**src/rtl/wbcon_rx.sv**
```systemverilog
// Receive side of the Wishbone console link: turns host command bytes into
// executor memory requests, with an auto-incrementing address register.
module wbcon_rx #(
  parameter int ADDR_BYTES = 3,
  parameter int DATA_BYTES = 4
) (
  input  logic                    i_clk,
  input  logic                    i_rst_n,
  input  logic [7:0]              i_rx_data,
  input  logic                    i_rx_valid,
  output logic                    o_rx_ready,
  output logic                    o_mreq_valid,
  input  logic                    i_mreq_ready,
  output logic                    o_mreq_we,
  output logic [8*ADDR_BYTES-1:0] o_mreq_addr,
  output logic [8*DATA_BYTES-1:0] o_mreq_wdata
);

  localparam int AW   = 8 * ADDR_BYTES;
  localparam int DW   = 8 * DATA_BYTES;
  localparam int MAXB = (ADDR_BYTES > DATA_BYTES) ? ADDR_BYTES : DATA_BYTES;
  localparam int CW   = (MAXB > 1) ? $clog2(MAXB) : 1;

  typedef enum logic [1:0] {
    S_CMD,
    S_ADDR,
    S_WDATA,
    S_REQ
  } state_t;

  state_t          state;
  logic [AW-1:0]   addr_q;
  logic [AW-1:0]   addr_sh;
  logic [DW-1:0]   wdata_q;
  logic [CW-1:0]   byte_cnt;
  logic [4:0]      remaining;
  logic            inc_q;
  logic            we_q;

  logic            byte_fire;
  logic [AW-1:0]   addr_shift_next;
  logic [DW-1:0]   wdata_shift_next;

  assign o_rx_ready   = i_rst_n && (state != S_REQ);
  assign o_mreq_valid = (state == S_REQ);
  assign o_mreq_we    = we_q;
  assign o_mreq_addr  = addr_q;
  assign o_mreq_wdata = wdata_q;

  assign byte_fire = i_rx_valid && o_rx_ready;

  // Payload arrives LSB first, so each new byte enters at the top and slides down.
  assign addr_shift_next  = (addr_sh >> 8) | (AW'(i_rx_data) << (AW - 8));
  assign wdata_shift_next = (wdata_q >> 8) | (DW'(i_rx_data) << (DW - 8));

  always_ff @(posedge i_clk) begin
    if (!i_rst_n) begin
      state     <= S_CMD;
      addr_q    <= '0;
      addr_sh   <= '0;
      wdata_q   <= '0;
      byte_cnt  <= '0;
      remaining <= '0;
      inc_q     <= 1'b0;
      we_q      <= 1'b0;
    end else begin
      case (state)
        S_CMD: begin
          if (byte_fire) begin
            inc_q    <= i_rx_data[5];
            byte_cnt <= '0;
            case (i_rx_data[7:6])
              2'b01: state <= S_ADDR;
              2'b10: state <= S_WDATA;
              2'b11: begin
                remaining <= i_rx_data[4:0];
                we_q      <= 1'b0;
                state     <= S_REQ;
              end
              default: state <= S_CMD;
            endcase
          end
        end

        // The live address only changes once the whole new address is in.
        S_ADDR: begin
          if (byte_fire) begin
            if (byte_cnt == CW'(ADDR_BYTES - 1)) begin
              addr_q <= addr_shift_next;
              state  <= S_CMD;
            end else begin
              addr_sh  <= addr_shift_next;
              byte_cnt <= byte_cnt + 1'b1;
            end
          end
        end

        S_WDATA: begin
          if (byte_fire) begin
            wdata_q <= wdata_shift_next;
            if (byte_cnt == CW'(DATA_BYTES - 1)) begin
              we_q      <= 1'b1;
              remaining <= '0;
              state     <= S_REQ;
            end else begin
              byte_cnt <= byte_cnt + 1'b1;
            end
          end
        end

        S_REQ: begin
          if (i_mreq_ready) begin
            if (inc_q) addr_q <= addr_q + AW'(1);
            if (remaining == 5'd0) state <= S_CMD;
            else remaining <= remaining - 5'd1;
          end
        end

        default: state <= S_CMD;
      endcase
    end
  end

endmodule

```
**config.mk**
```make
export PLATFORM = sky130hd
export DESIGN_NAME = wbcon_rx
export DESIGN_NICKNAME = d
export VERILOG_FILES = /design/src/rtl/wbcon_rx.sv
export SDC_FILE = /design/constraint.sdc
export NUM_CORES = 1
export LEC_CHECK = 0
export BUFFER_PORTS_ARGS = -buffer_cell sky130_fd_sc_hd__buf_2
export CORE_ASPECT_RATIO = 0.75
export CORE_UTILIZATION = 60
export CTS_CLUSTER_DIAMETER = 60
export CTS_CLUSTER_SIZE = 24
export DETAILED_ROUTE_END_ITERATION = 12
export PLACE_DENSITY = 0.94
export SYNTH_ARGS = -nofsm -noshare
export SYNTH_HDL_FRONTEND = slang
export SYNTH_SLANG_ARGS = --single-unit
export TNS_END_PERCENT = 20
```
**constraint.sdc**
```tcl
create_clock -name i_clk -period 5.7 [get_ports i_clk]
set_clock_uncertainty 0.1 [all_clocks]
set_input_delay 0.57 -clock i_clk [delete_from_list [all_inputs] [get_ports i_clk]]
set_output_delay 0.57 -clock i_clk [all_outputs]
set_load 0.005 [all_outputs]
```
## Yosys cells after proc, flatten, opt, wreduce, memory -nomap -nowiden

Index checks and enable logic that the tools add are counted.

- Register bits after elaboration: 91
- Input port bits: 12
- Output and inout port bits: 59
- Word-level logic and storage cells: 83

- Add/sub/neg operators: 3
- Equality and inequality tests: 21
- Mux-type cells: 32
- Bitwise operators: 3
- Reduce and logical (&&, ||, !) cells: 16

Operator list:

| cell | count |
|---|---|
| $mux W24 | 4 |
| $pmux W24 S2 | 1 |
| $or A24 B32 Y32 | 1 |
| $mux W5 | 6 |
| $add A24 B1 Y24 const B | 1 |
| $mux W2 | 12 |
| $or A16 B24 Y24 | 1 |
| $ne A2 B2 Y1 const B | 9 |
| $pmux W5 S3 | 1 |
| $reduce_and A7 Y1 | 2 |
| $eq A2 B2 Y1 const B | 6 |
| $pmux W2 S3 | 2 |
| $reduce_and A5 Y1 | 2 |
| $ne A2 B1 Y1 const B | 4 |
| $pmux W2 S4 | 1 |
| $reduce_and A6 Y1 | 1 |
| $reduce_bool A3 Y1 | 2 |
| $logic_not A5 Y1 | 1 |
| $sub A5 B1 Y5 const B | 1 |
| $eq A2 B1 Y1 const B | 2 |
| $mux W1 | 4 |
| $reduce_and A2 Y1 | 2 |
| $reduce_bool A2 Y1 | 2 |
| $reduce_and A3 Y1 | 1 |
| 5 further kinds | 6 |

## Longest topological paths before layout

Gate-level depths: netlist of run 1.

- Word-level depth: 5
- Gate-level depth with buffers: 9
- Mapped depth without buffers: 7

## Worst setup path before layout of run 1

Ideal clock, no wire load.

- Kind: input to output
- From: input port i_rst_n
- To: output port o_rx_ready
- Data arrival time: 1.448 ns
- Required time: 5.030 ns
- Slack: 3.582 ns
- Stages: 5
- Buffers on the path: 3
- Cells stage by stage: buf_4 -> inv_1 -> clkbuf_1 -> clkbuf_1 -> nor2_1

- Cells in the longest elaborated chain, start to end: 1

Ends and longest elaborated chain:

| what | RTL line | RTL |
|---|---|---|
| start: declaration | 8 | `input logic i_rst_n,` |
| $logic_and A1 B1 Y1 | 44 | `assign o_rx_ready = i_rst_n && (state != S_REQ);` |
| end: declaration | 11 | `output logic o_rx_ready,` |

Every way passes these cells.

## Worst setup path after layout of run 1

- From: register state[0]
- To: register addr_q[18], in the netlist o_mreq_addr[18]

- Cells in the longest elaborated chain, start to end: 5
- Elaborated cells between the ends (all ways): 12
- Those cells by class: eq/ne (7); mux (1); reduce/logical (4)

Ends and longest elaborated chain:

| what | RTL line | RTL |
|---|---|---|
| start: declaration | 31 | `state_t state;` |
| start signal: assignment | 58 | `state <= S_CMD;` |
| start signal: assignment | 73 | `2'b01: state <= S_ADDR;` |
| start signal: assignment | 74 | `2'b10: state <= S_WDATA;` |
| $ne A2 B2 Y1 | 44 |  |
| $logic_and A1 B1 Y1 | 44 |  |
| $logic_and A1 B1 Y1 | 50 | `assign byte_fire = i_rx_valid && o_rx_ready;` |
| $ne A2 B2 Y1 (no source line) | -- |  |
| $reduce_and A5 Y1 (no source line) | -- |  |
| end signal: assignment | 89 | `addr_q <= addr_shift_next;` |
| end signal: assignment | 113 | `if (inc_q) addr_q <= addr_q + AW'(1);` |
| end: declaration | 32 | `logic [AW-1:0] addr_q;` |

Parallel ways exist; a longest one is shown, timed or not.
A chain may end at the register's enable or synchronous reset.

==> results.toml, run 1 <==
[status]
status = "finished, final reports clean"

[worst_setup_path]
cp.arrival_ps = 3460
crit_type = "reg2reg"
ff2ff_setup_slack_ps = 2430
worstPathMaxFanout = 34
start_kind = "register"
worstPathRequired_ps = 5890
endpoint_kind = "register"

[cts]
postCtsHoldBufs = 0
cts_tree = "yes"
numCtsBuffers = 9
cts_sinks = 83
cts_resized = 0
insertion_delay_ps = 370
path_clk_slew_ps = 80
root_buffer = "clkbuf_8"
postCtsSetupBuffers = 0
htreeDepth = 3
clockBufferDepth = 2

[routing]
wl_met3_um = 1180
wire_per_inst_um = 17.3
drt-initial-drc-count = 484
routed.top_layer = "met4"
route.met2.wl_um = 5040
drcViolationCount = 0
postRouteAntennaNets = 0
vias = 3990
routed_wl_um = 11000
met1_length_um = 4510
drt_first_pass_iters = 5
viasPerCell = 6.26

[finish]
num_antenna_cells = 0
final_util = 0.713
stdcell_count = 637
design_area_um2 = 4550
fillers = 474
final_layout_size_suffix_gt1_frac = 0.183
area.growth.synth_to_final_pct = 13.2
finalNetCount = 572

[timing]
period_share = 0.574
period_minus_slack_ps = 3270
hold_ws_ps = 355
relSlewSlack = 0.224
setup-violations-final = 0
rsz0062_at_grt = "false"
finalHoldViolations = 0
final-max-slew-violation-count = 0
fmax_ghz = 0.306
tightest_slew_ps = 1160
final.setup.tns_ps = 0

[die]
start_util = 0.630
fp-row-count = 25
die_h_um = 72.9
dieArea_um2 = 7030
num_io_pins = 71
core_um2 = 6380
die_x_um = 96.5

[power_and_ir_drop]
p_leak_nw = 1.85
p_per_area_nw_per_um2 = 325
peakVddDrop_v = 0.000200

[placed_design]
place_congestion = 0.973
dp.cells = 621
hpwl_um = 7190
place_area_um2 = 4360
portBuffers = 70

[synth]
netlist_instances = 499
syn_avg_cell_area_um2 = 8.06
synth_ff_type = "dfxtp_1"
ys_ff_latch = 83
synth.most_common_cell = "nand2_1"
yosys_warnings = 0
synth.cell_area_um2 = 4020
synthTopCellsByCount = "90 x nand2_1, 83 x dfxtp_1, 67 x a21oi_1, 42 x nor2_1, 28 x mux2i_1"
synth_cell_type_count = 53
synth_edf_count = 0
synth_top_area_cell = "dfxtp_1"
synth_area_leaders = "dfxtp_1 41%, nand2_1 8.4%, a21oi_1 8.3%"
syn_nets = 520
async_flop_share = 0
synth_top_area_share = 0.413
synth_seq_area_share = 0.413

[global_routing]
grt.total_usage = 0.330
grt_pass1_vias = 3554
grt-ovfl-total = 0
antenna_found_initial = 0
grt_pass1_wl_um = 17500
grt_max_degree = 42

[worst_hold_path]
holdCritPathClass = "reg2reg"

[flow_run]
drv_cap = 0
==> through the flow <==
step / total power, W / setup WS, ps
after floorplan: 0.000959 / 3580
after global placement: 0.00103 / 2790
after detailed placement: 0.00105 / 2610
after CTS: 0.00147 / 2600
after global routing: 0.00155 / 2250
final: 0.00148 / 2430
==> cell type report <==
class / instances / area (um^2) / area share
Clock buffer: 12 / 145 / 0.0319
Clock inverter: 4 / 48.8 / 0.0107
Inverter: 16 / 60.1 / 0.0132
Multi-Input combinational cell: 367 / 2150 / 0.473
Sequential cell: 83 / 1660 / 0.365
Tap cell: 81 / 101 / 0.0223
Timing Repair Buffer: 74 / 380 / 0.0836
==> state kept, by name (all words and copies together), names as in the netlist <==
name and flops:
addr_sh 16, byte_cnt 2, inc_q 1, o_mreq_addr 24, o_mreq_wdata 32, o_mreq_we 1
remaining 5, state 2
==> power by group <==
group / total, W / leakage (nW) / switching, W / internal (W)
registers: 0.000643 / 0.670 / 0.0000298 / 0.000613
clock network: 0.000429 / 0.101 / 0.000214 / 0.000215
logic: 0.000408 / 1.08 / 0.000253 / 0.000155
==> final timing paths <==
check / from / end / depth (start not counted)
max: state[0]$_SDFFE_PN0P_ / o_mreq_addr[18]$_SDFFE_PN0P_ / 7
min: o_mreq_wdata[3]$_SDFFE_PN0P_ / o_mreq_wdata[3]$_SDFFE_PN0P_ / 2
max reg2reg: state[0]$_SDFFE_PN0P_ / o_mreq_addr[18]$_SDFFE_PN0P_ / 7
min reg2reg: o_mreq_wdata[3]$_SDFFE_PN0P_ / o_mreq_wdata[3]$_SDFFE_PN0P_ / 2
==> cells by family after synthesis <==
family / share of synthesized area
DFF: 0.413
xor gates and xnor gates: 0.00218
buffers and inverters: 0.0526
adders and majority gates: 0.0280
AOI/OAI and AO/OA: 0.184
muxes: 0.0697
and+or+nand+nor: 0.250
==> critical path: stages (launching register included) <==
cell	delay [ps]
dfxtp_1	390
ha_1	900
buf_4	360
inv_2	250
or3_1	500
nor4_2	440
a31oi_1	140
o21ai_0	100
==> cell usage in the layout (no fill, tap or decap), types with 9 or more instances in the layout <==
master and count:
nor2_1 41, nand2_1 90, mux2i_1 28, a31oi_1 13
nand3_1 11, o21ai_0 19, dfxtp_1 83, buf_2 70
ha_1 9, inv_1 13, a21oi_1 67, clkbuf_8 10
==> routing by layer <==
metal / up-vias / global-route usage
met5: - / 0
met4: 0 / 0.113
met3: 39 / 0.0979
met2: 247 / 0.484
met1: 1838 / 0.462
li1: 1866 / -
Power figures use the tool's default switching activity.
==> run 2: changes to the inputs <==
- CORE_UTILIZATION: 60 -> 56
- PLACE_DENSITY: 0.94 -> 0.89
- clock period: 5.7 -> 3.3 ns (I/O delays scaled with it)
==> run 2 against run 1 <==
  * Design area increased by 1.7%
  * Non-clock buffer count up 3
  * Sequential share of layout area is 0.61 points lower
  * Largest cell class unchanged
  * Largest power group unchanged
  * Highest routed layer unchanged
==> results.toml, run 2 (synthesized netlist as in run 1, its figures left out) <==
[status]
status = "finished, final reports clean"

[timing]
period_share = 0.733
final.setup.tns_ps = 0
period_minus_slack_ps = 2420
final-max-slew-violation-count = 0
fin_ws_ps = 881
rsz0062_at_grt = "false"
finalHoldViolations = 0
relSlewSlack = 0.334
setup-violations-final = 0
fmax_ghz = 0.413
tightest_slew_ps = 996

[die]
fp-row-count = 26
start_util = 0.586
die_x_um = 99.8
num_io_pins = 71
die_h_um = 75.4
dieArea_um2 = 7530
core_um2 = 6860

[worst_setup_path]
cp.arrival_ps = 2610
critPathLaunch = "state[0]$_SDFFE_PN0P_"
crit_type = "reg2reg"
ff2ff_setup_slack_ps = 880
endpoint_kind = "register"
start_kind = "register"
worstPathMaxFanout = 21
critPathCapture = "o_mreq_addr[15]$_SDFFE_PN0P_"
reg2reg_to = "o_mreq_addr[15]$_SDFFE_PN0P_"
worstPathRequired_ps = 3490
rr_startpoint = "state[0]$_SDFFE_PN0P_"
rr_worst_depth = 7

[cts]
path_clk_slew_ps = 80
numCtsBuffers = 9
insertion_delay_ps = 360
cts_tree = "yes"
root_buffer = "clkbuf_8"
cts_sinks = 83
htreeDepth = 3
postCtsHoldBufs = 0
postCtsSetupBuffers = 0
cts_resized = 0
clockBufferDepth = 2

[flow_run]
drv_cap = 0

[global_routing]
antenna_found_initial = 1
grt-ovfl-total = 0
grt_max_degree = 38
grt_pass1_wl_um = 16600
grt_pass1_vias = 3380
grt.total_usage = 0.289

[finish]
finalNetCount = 575
num_antenna_cells = 0
seq_area_um2 = 1660
fillers = 557
area.growth.synth_to_final_pct = 15.2
largest_reg_flops = 32
final_layout_size_suffix_gt1_frac = 0.190
final_cell_mix = "90 x nand2_1, 83 x dfxtp_1, 70 x buf_2, 67 x a21oi_1, 41 x nor2_1"
multiInputGateArea_um2 = 2150
final_common_cell = "nand2_1"

[routing]
postRouteAntennaNets = 0
routed_wl_um = 10600
drt-initial-drc-count = 382
drcViolationCount = 0
drt_first_pass_iters = 5
vias = 3942
wire_per_inst_um = 16.2
viasPerCell = 6.00

[power_and_ir_drop]
peakVddDrop_v = 0.000260
clkPwrFrac = 0.315
p_sw_frac = 0.319
switchingPower_w = 0.000843
pwr-share-comb = 0.264
p_leak_nw = 1.88
p_int_w = 0.00180
seqPwrFrac = 0.421
p_per_area_nw_per_um2 = 570

[placed_design]
place_congestion = 0.907
hpwl_um = 7260
portBuffers = 70
dp_slack_ps = 934

[worst_hold_path]
holdCritPathClass = "in2reg"
min_path_cells = 3
[run 2: area by class of cell]
class / instances / area share
timing repair buffer: 77 / 0.0870
tap: 98 / 0.0265
inverter: 16 / 0.0130
clock inverter: 4 / 0.0157
clock buffer: 12 / 0.0335
multi-input combinational: 367 / 0.465
sequential: 83 / 0.359
[run 2: per-layer routing]
layer	vias up	global-route usage	wire [um]
met2	201	0.437	4750
met4	0	0.141	341
met3	36	0.0899	1070
li1	1871	-	-
met1	1834	0.382	4450
met5	-	0	0
[run 2: power by group through the flow]
stage               logic (W)  clock network [W]  registers (W)
CTS                  0.000688           0.000841        0.00111
floorplan            0.000537                  0        0.00112
global route         0.000767           0.000875        0.00112
global placement     0.000657                  0        0.00113
detailed placement   0.000683                  0        0.00113
finish               0.000698           0.000832        0.00111
[run 2: critical path: stages, from the launching register on]
cell and delay, ps:
dfxtp_1 340, ha_1 200, buf_4 210, and3b_1 370
nand3_1 330, nand2_2 340, nand2_1 190, o22ai_1 240
[run 2: stage by stage]
stage          instance area [um^2]  power, W  hold slack, ps   util  std cells
5_1_grt                        4630   0.00276             143  0.674        657
3_3_place_gp                   4400   0.00178             341  0.641        641
3_5_place_dp                   4400   0.00182             347  0.641        641
2_1_floorplan                  4020   0.00166             347      -        499
6_report                       4630   0.00264             153  0.674        657
4_1_cts                        4630   0.00264             140  0.674        657
[run 2: how the worst min path moves through the flow]
stage	slack [ps]	end	start
after floorplan	350	o_mreq_addr[0]$_SDFFE_PN0P_	addr_sh[8]$_SDFFE_PN0P_
after global placement	340	o_mreq_wdata[4]$_SDFFE_PN0P_	o_mreq_wdata[4]$_SDFFE_PN0P_
after detailed placement	350	o_mreq_wdata[7]$_SDFFE_PN0P_	o_mreq_wdata[7]$_SDFFE_PN0P_
after CTS	140	o_mreq_wdata[27]$_SDFFE_PN0P_	i_rx_data[3]
after global routing	140	o_mreq_wdata[27]$_SDFFE_PN0P_	i_rx_data[3]
final	150	o_mreq_wdata[27]$_SDFFE_PN0P_	i_rx_data[3]
==> run 3: changes to the inputs <==
- CORE_UTILIZATION: 56 -> 50
- PLACE_DENSITY: 0.89 -> 0.84
- clock period: 3.3 -> 2.2 ns (I/O delays scaled with it)
==> run 3 against run 2 <==
  * First-iteration DRC count decreased by 13%
  * Critical path depth increased by 1
  * Design area increased by 3.2%
  * Combinational power increased by 62%
  * Routed wire length increased by 4.4%
  * Flip-flop and latch count unchanged
  * Die area increased by 12%
  * Global-route usage decreased by 2.0 points
  * Core utilization decreased by 4.3 points
  * Register-to-register slack got worse by 800 ps
  * Via count increased by 0.41%
  * Highest routed layer unchanged
==> results.toml, run 3 (synthesized netlist as in run 1, its figures left out) <==
[timing]
final-max-slew-violation-count = 0
fmax_ghz = 0.472
relSlewSlack = 0.650
setup-violations-final = 0
period_minus_slack_ps = 2120
period_share = 0.963
finalHoldViolations = 0
final.setup.tns_ps = 0
rsz0062_at_grt = "false"
tightest_slew_ps = 524

[die]
fp-row-count = 27
num_io_pins = 71
dieArea_um2 = 8410
start_util = 0.531
die_h_um = 79.7
core_um2 = 7570
die_x_um = 106

[cts]
cts_resized = 0
root_buffer = "clkbuf_8"
htreeDepth = 3
postCtsSetupBuffers = 0
cts_tree = "yes"
numCtsBuffers = 9
insertion_delay_ps = 360
cts_sinks = 83
path_clk_slew_ps = 80
postCtsHoldBufs = 0
clockBufferDepth = 2

[finish]
final_cell_mix = "90 x nand2_1, 83 x dfxtp_1, 70 x buf_2, 67 x a21oi_1, 41 x nor2_1"
largest_reg_flops = 32
area.growth.synth_to_final_pct = 18.9
final_util = 0.631
final_common_cell = "nand2_1"
finalNetCount = 594
final_layout_size_suffix_gt1_frac = 0.215
num_antenna_cells = 0

[power_and_ir_drop]
clkPwrFrac = 0.288
peakVddDrop_v = 0.000478
switchingPower_w = 0.00129
p_total_w = 0.00394
p_per_area_nw_per_um2 = 824
p_leak_nw = 1.97
p_int_w = 0.00265
seqPwrFrac = 0.424
pwr-share-comb = 0.288
p_sw_frac = 0.327

[placed_design]
portBuffers = 70
hpwl_um = 7900
place_congestion = 0.999

[status]
status = "finished, final reports clean"

[global_routing]
grt_max_degree = 43
grt_pass1_wl_um = 17800
grt_pass1_vias = 3577
grt.total_usage = 0.270
grt-ovfl-total = 0
antenna_found_initial = 0

[routing]
viasPerCell = 5.83
wire_per_inst_um = 16.3
drcViolationCount = 0
routed_wl_um = 11100
vias = 3958
postRouteAntennaNets = 0
drt_first_pass_iters = 9
drt-initial-drc-count = 332

[worst_setup_path]
crit_type = "reg2reg"
cp.arrival_ps = 2310
endpoint_kind = "register"
ff2ff_setup_slack_ps = 80
start_kind = "register"
worstPathMaxFanout = 20
worstPathRequired_ps = 2390

[flow_run]
drv_cap = 0

[worst_hold_path]
holdCritPathClass = "in2reg"
[run 3: changes by cell type in the layout (fill, tap and decap cells not counted)]
cell / before / now
clkinv_2: 1 / 0
bufinv_16: 2 / 1
clkbuf_1: 1 / 2
clkinv_4: 0 / 1
buf_4: 7 / 24
buf_12: 0 / 2
[run 3: layout make-up]
type | instances | area [um^2]
sequential | 83 | 1660
clock buffer | 13 | 159
inverter | 16 | 60.1
fill | 683 | 2790
multi-input combinational | 367 | 2150
tap | 101 | 126
timing repair buffer | 96 | 571
clock inverter | 3 | 46.3
[run 3: worst max-delay path: stages, from the launching register on]
cell	delay, ps
dfxtp_1	390
ha_1	260
buf_4	190
nand4b_4	110
o21a_1	190
buf_12	180
nor4_2	380
a31oi_1	150
o21ai_0	90
[run 3: per-stage QoR]
stage	worst slack [ps]	hold WS (ps)	instance area, um^2	cells
floorplan	255	249	4020	499
global placement	255	339	4570	663
detailed placement	128	343	4570	663
CTS	101	38.6	4780	679
global route	3.15	65.7	4780	679
finish	80.7	50.8	4780	679
[run 3: layer usage]
metal / up-vias / part of all wire / GRT usage
met5: - / 0 / 0
met4: 0 / 0.018 / 0.0750
met3: 27 / 0.074 / 0.0710
met2: 172 / 0.46 / 0.430
met1: 1852 / 0.45 / 0.362
li1: 1907 / - / -
[run 3: final timing paths]
kind | start | end | cells past startpoint
worst max register to register | state[1]$_SDFFE_PN0P_ | o_mreq_addr[18]$_SDFFE_PN0P_ | 8
worst max-delay path | state[1]$_SDFFE_PN0P_ | o_mreq_addr[18]$_SDFFE_PN0P_ | 8
worst min-delay path | i_rx_data[3] | o_mreq_wdata[27]$_SDFFE_PN0P_ | 3
worst min register to register | o_mreq_wdata[1]$_SDFFE_PN0P_ | o_mreq_wdata[1]$_SDFFE_PN0P_ | 2
[run 3: power groups by stage]
| stage | Combinational [W] | Sequential (W) | Clock [W] |
|---|---|---|---|
| finish | 0.00113 | 0.00167 | 0.00113 |
| global placement | 0.00107 | 0.00169 | 0 |
| detailed placement | 0.00111 | 0.00170 | 0 |
| CTS | 0.00112 | 0.00167 | 0.00115 |
| floorplan | 0.000805 | 0.00168 | 0 |
| global route | 0.00125 | 0.00168 | 0.00121 |
